--- config.mk ---
export PLATFORM = sky130hd
export DESIGN_NAME = if_id_skid_buffer
export DESIGN_NICKNAME = d
export VERILOG_FILES = /design/src/rtl/if_id_skid_buffer.sv
export SDC_FILE = /design/constraint.sdc
export NUM_CORES = 1
export LEC_CHECK = 0
export ABC_CLOCK_PERIOD_IN_PS = 5190
export BUFFER_PORTS_ARGS = -buffer_cell sky130_fd_sc_hd__clkbuf_2
export CORE_AREA = 10 10 126 128
export CTS_CLUSTER_DIAMETER = 30
export DETAILED_ROUTE_END_ITERATION = 16
export DIE_AREA = 0 0 136 138
export GPL_TIMING_DRIVEN = 1
export PLACE_DENSITY_LB_ADDON = 0.25
export SLEW_MARGIN = 20
export SYNTH_ARGS = -nofsm -noshare
export SYNTH_HDL_FRONTEND = slang
export SYNTH_SLANG_ARGS = --single-unit
--- constraint.sdc ---
create_clock -name clk -period 5.19 [get_ports clk]
set_clock_uncertainty 0.15 [all_clocks]
set_input_delay 1.038 -clock clk [delete_from_list [all_inputs] [get_ports clk]]
set_output_delay 1.038 -clock clk [all_outputs]
set_load 0.01 [all_outputs]
--- src/rtl/if_id_skid_buffer.sv ---
// Two-entry skid buffer between instruction fetch and decode.
// Each entry carries the instruction, its PC, the predictor bit and an
// immediate-type code pre-decoded at capture time, so decode sees a
// registered type. in_ready is a flop, so fetch never sees a combinational
// path from decode's out_ready. Empty entries hold NOP/reset values so the
// outputs are well defined whenever out_valid is low.
module if_id_skid_buffer #(
  parameter int              PC_W         = 32,
  parameter logic [PC_W-1:0] RESET_PC_TAG = {PC_W{1'b0}}
) (
  input  logic            clk,
  input  logic            rst_n,
  input  logic            flush,
  input  logic            in_valid,
  output logic            in_ready,
  input  logic [31:0]     in_inst,
  input  logic [PC_W-1:0] in_pc,
  input  logic            in_pred_taken,
  output logic            out_valid,
  input  logic            out_ready,
  output logic [31:0]     out_inst,
  output logic [PC_W-1:0] out_pc,
  output logic            out_pred_taken,
  output logic [2:0]      out_imm_type,
  output logic            out_illegal
);

  typedef struct packed {
    logic [31:0]     inst;
    logic [PC_W-1:0] pc;
    logic            pred;
    logic [2:0]      imm_type;
    logic            illegal;
  } entry_t;

  localparam logic [31:0] NOP_INST = 32'h0000_0013;
  localparam entry_t RESET_ENTRY = '{inst: NOP_INST, pc: RESET_PC_TAG,
                                     pred: 1'b0, imm_type: 3'b000, illegal: 1'b0};

  // Opcode pre-decode: returns {illegal, imm_type}.
  function automatic logic [3:0] predecode(input logic [31:0] inst);
    logic [3:0] r;
    r = {1'b1, 3'b000};
    if (inst[1:0] != 2'b11) begin
      r = {1'b1, 3'b000};
    end else begin
      case (inst[6:0])
        7'b0000011, 7'b0000111, 7'b1100111: r = {1'b0, 3'b001};
        7'b0010011:                         r = {1'b0, 3'b110};
        7'b0110111, 7'b0010111:             r = {1'b0, 3'b010};
        7'b1100011:                         r = {1'b0, 3'b011};
        7'b0100011, 7'b0100111:             r = {1'b0, 3'b100};
        7'b1101111:                         r = {1'b0, 3'b101};
        7'b0110011, 7'b1010011,
        7'b1110011, 7'b0001111:             r = {1'b0, 3'b000};
        default:                            r = {1'b1, 3'b000};
      endcase
    end
    return r;
  endfunction

  entry_t     entry0_q, entry0_d;
  entry_t     entry1_q, entry1_d;
  logic [1:0] count_q, count_d;
  logic       in_ready_q, in_ready_d;

  logic       push_s;
  logic       pop_s;
  logic [3:0] dec_s;
  entry_t     new_entry_s;

  assign out_valid = (count_q != 2'd0);
  assign in_ready  = in_ready_q;
  assign push_s    = in_valid & in_ready_q;
  assign pop_s     = out_valid & out_ready;

  assign out_inst       = entry0_q.inst;
  assign out_pc         = entry0_q.pc;
  assign out_pred_taken = entry0_q.pred;
  assign out_imm_type   = entry0_q.imm_type;
  assign out_illegal    = entry0_q.illegal;

  // Build the incoming entry with its pre-decoded immediate type.
  always_comb begin
    dec_s       = predecode(in_inst);
    new_entry_s = '{inst: in_inst, pc: in_pc, pred: in_pred_taken,
                    imm_type: dec_s[2:0], illegal: dec_s[3]};
  end

  // Next-state for occupancy and entries; flush wins over any handshake.
  always_comb begin
    entry0_d = entry0_q;
    entry1_d = entry1_q;
    count_d  = count_q;
    if (flush) begin
      entry0_d = RESET_ENTRY;
      entry1_d = RESET_ENTRY;
      count_d  = 2'd0;
    end else begin
      case (count_q)
        2'd0: begin
          if (push_s) begin
            entry0_d = new_entry_s;
            count_d  = 2'd1;
          end else begin
            count_d  = 2'd0;
          end
        end
        2'd1: begin
          if (push_s && pop_s) begin
            entry0_d = new_entry_s;
          end else if (push_s) begin
            entry1_d = new_entry_s;
            count_d  = 2'd2;
          end else if (pop_s) begin
            entry0_d = RESET_ENTRY;
            count_d  = 2'd0;
          end else begin
            count_d  = 2'd1;
          end
        end
        2'd2: begin
          // in_ready is low here, so only a pop can occur.
          if (pop_s) begin
            entry0_d = entry1_q;
            entry1_d = RESET_ENTRY;
            count_d  = 2'd1;
          end else begin
            count_d  = 2'd2;
          end
        end
        default: begin
          entry0_d = RESET_ENTRY;
          entry1_d = RESET_ENTRY;
          count_d  = 2'd0;
        end
      endcase
    end
    in_ready_d = (count_d < 2'd2);
  end

  // State registers with asynchronous reset.
  always_ff @(posedge clk or negedge rst_n) begin
    if (!rst_n) begin
      entry0_q   <= RESET_ENTRY;
      entry1_q   <= RESET_ENTRY;
      count_q    <= 2'd0;
      in_ready_q <= 1'b1;
    end else begin
      entry0_q   <= entry0_d;
      entry1_q   <= entry1_d;
      count_q    <= count_d;
      in_ready_q <= in_ready_d;
    end
  end

endmodule

==> flow_metrics.py <==
metrics = {
    "setup_path": {
        "slowest_delay_ns": 0.92,
        "r2r-end": "out_inst[1]",
        "path_delay_family": "simple AND/OR/NAND/NOR gates",
        "endpoint": "out_inst[1]",
        "crit_fanout": 41,
        "worst_path_most_repeated_cell": "a21oi_1",
        "crit_path_end_kind": "flip-flop",
        "r2r_setup_slack_ns": 2.41,
        "path_cells": "nor2b_4 > buf_4 > nand2_1 > a21oi_1 > a21oi_1",
        "crit_start": "count_q[1]",
        "path_depth": 5,
        "worstSetupPathType": "flip-flop to flip-flop",
        "start_kind": "flip-flop",
        "critPathSlowestCell": "nor2b_4",
        "arrival_ns": 2.96,
        "reg2reg_from": "count_q[1]",
        "required_ns": 5.37,
        "rr_worst_depth": 5,
        "worst-path-buf-inv": 1,
    },
    "hold_path": {
        "hp-class": "flip-flop to flip-flop",
    },
    "drt": {
        "routed_wl_um": 15700,
        "drc": 0,
        "first_pass_iters": 5,
        "ant_nets": 0,
        "vias": 4711,
        "drt_iter0_markers": 315,
        "vias_per_cell": 5.65,
        "wl_per_cell_um": 18.8,
    },
    "timing": {
        "fmax_ghz": 0.360,
        "finalCriticalPeriod_ns": 2.78,
        "finalHoldViolCount": 0,
        "drv_slew": 0,
        "holdWs_ns": 0.325,
        "relSlewSlack_pct": 32.7,
        "setup_violations": 0,
        "rsz0062_at_grt": "false",
        "finalSetupTns_ns": 0,
        "worstMarginPinSlew_ns": 1.01,
        "post-route-period-util_pct": 53.6,
    },
    "clock_network": {
        "cts_max_path_buffers": 2,
        "cts_tree": "built",
        "h-tree-depth": 4,
        "cts_sinks": 141,
        "post-cts-setup-buffers": 0,
        "clkLatencyLatePin_ns": 0.41,
        "hold_buffers": 0,
        "cts-root-buf": "clkbuf_16",
        "clk_pin_slew_ns": 0.06,
        "cts_buffers": 17,
        "cts_repair_resize_count": 0,
    },
    "placed_design": {
        "io_buffers": 140,
        "gp_congestion": 0.803,
        "hpwl_um": 10300,
    },
    "synthesis": {
        "synth.area.top_cells": "dfrtp_1 57%, a22o_1 9.5%, a22oi_1 7.9%",
        "yosys.area.top_type": "dfrtp_1",
        "ys.warnings.count": 0,
        "async_reset_ff_share_pct": 100,
        "synth_edf_count": 0,
        "synth-seq-area-share_pct": 59.7,
        "synth_seq_cells": 141,
        "syn_area_mm2": 0.00592,
        "synth_fp_nets": 590,
        "synth.distinct_cells": 40,
        "synth_cells": 520,
        "avgSynthCellArea_um2": 11.4,
        "synth_top_cell_area_share_pct": 56.6,
        "synth_flop_cell": "dfrtp_1",
    },
    "floorplan": {
        "design.core.area_mm2": 0.0135,
        "die_area_mm2": 0.0188,
        "rows": 43,
        "io_pins": 141,
        "initial_core_util_pct": 43.9,
        "die_height_um": 138,
        "die_w_um": 136,
    },
    "run_status": {
        "outcome": "complete, no violations",
    },
    "final_layout": {
        "nets": 711,
        "antennaDiodeCount": 0,
        "most-common-layout-cells": "139 x clkbuf_2, 134 x dfrtp_1, 69 x nand2_1",
        "drive_above_1_share_pct": 29.8,
        "area_growth_pct": 23.5,
        "layout_commonest_cell": "clkbuf_2",
        "nFillCells": 1195,
    },
    "power_and_ir_drop": {
        "p_per_area_mw_per_mm2": 385,
        "leakage_nw": 3.65,
        "peakVddDrop_v": 0.000208,
    },
    "global_routing": {
        "antenna_found_initial": 0,
        "grt_pass1_wl_um": 25900,
        "track_usage_pct": 16.7,
        "grt-ovfl-total": 0,
        "grt_max_degree": 107,
        "grt_pass1_vias": 4862,
    },
    "run": {
        "max_cap_violations": 0,
    },
}
## report_power, final
part           leakage, nW  internal, mW  total (mW)  switching (mW)
Combinational         1.43         0.112       0.308           0.196
Clock                0.316         0.855        1.32           0.460
Sequential            1.91          1.16        1.20          0.0368
## worst min-delay path by stage
stage | from | end | slack (ns) | depth (start not counted)
after floorplan | entry1_q[37] | entry1_q[37] | 0.30 | 2
after global placement | out_pc[24] | out_pc[24] | 0.31 | 2
after detailed placement | entry1_q[38] | entry1_q[38] | 0.31 | 2
after CTS | entry1_q[38] | entry1_q[38] | 0.32 | 2
after global routing | out_pc[24] | out_pc[24] | 0.35 | 2
final | out_pc[26] | out_pc[26] | 0.32 | 2
## sequential cells by signal (all words and copies together), names as in the netlist
register	count
count_q	2
entry1_q	69
out_imm_type	3
out_illegal	1
out_inst	32
out_pred_taken	1
out_pc	32
in_ready	1
## metrics by stage
stage	total power [mW]	utilization [%]	instance area [µm²]	setup WS, ns	cells
6_report	2.82	54.2	7320	2.41	834
5_1_grt	2.94	54.2	7320	2.12	834
4_1_cts	2.85	54.0	7290	2.35	833
3_5_place_dp	1.52	49.2	6640	1.93	801
3_3_place_gp	1.52	49.2	6640	1.98	801
2_1_floorplan	1.38	-	5920	2.99	520
## worst register-to-register path, stage by stage, from the launching register on
cell and delay, ns:
dfrtp_1 0.68, nor2b_4 0.92, buf_4 0.47, nand2_1 0.15
a21oi_1 0.23, a21oi_1 0.11
## area by class of cell
class,instances,area (µm²),area share (%)
multi-input combinational,328,2110,28.8
clock inverter,10,160,2.19
inverter,6,22.5,0.308
clock buffer,22,484,6.62
timing repair buffer,147,779,10.7
sequential,141,3540,48.3
tap,180,225,3.08
## cells by family after synthesis
| logic type | share of synthesized area [%] |
|---|---|
| AO/OA/AOI/OAI | 26.9 |
| flip-flops | 59.7 |
| AND/OR/NAND/NOR | 7.75 |
| buffers and inverters | 5.17 |
| XOR/XNOR | 0.422 |
## cells in the mapped netlist, types with 4 or more instances
master,number
buf_2,21
o21ai_1,16
nand2b_1,7
clkbuf_1,5
a21oi_1,7
nand2_1,69
dfrtp_1,134
inv_1,6
nor2_1,4
o21ai_0,57
a22o_1,64
dfstp_2,7
buf_6,8
buf_4,6
a22oi_1,62
clkbuf_2,5
nor2b_1,8
## routing by layer
layer	vias to the layer above	global-route usage (%)	wire length, µm
met5	-	0	0
met4	0	4.21	165
met3	19	6.49	1310
met2	151	24.8	7110
met1	2373	22.4	7100
li1	2168	-	-
No activity file was read; power rests on OpenSTA's default activity.
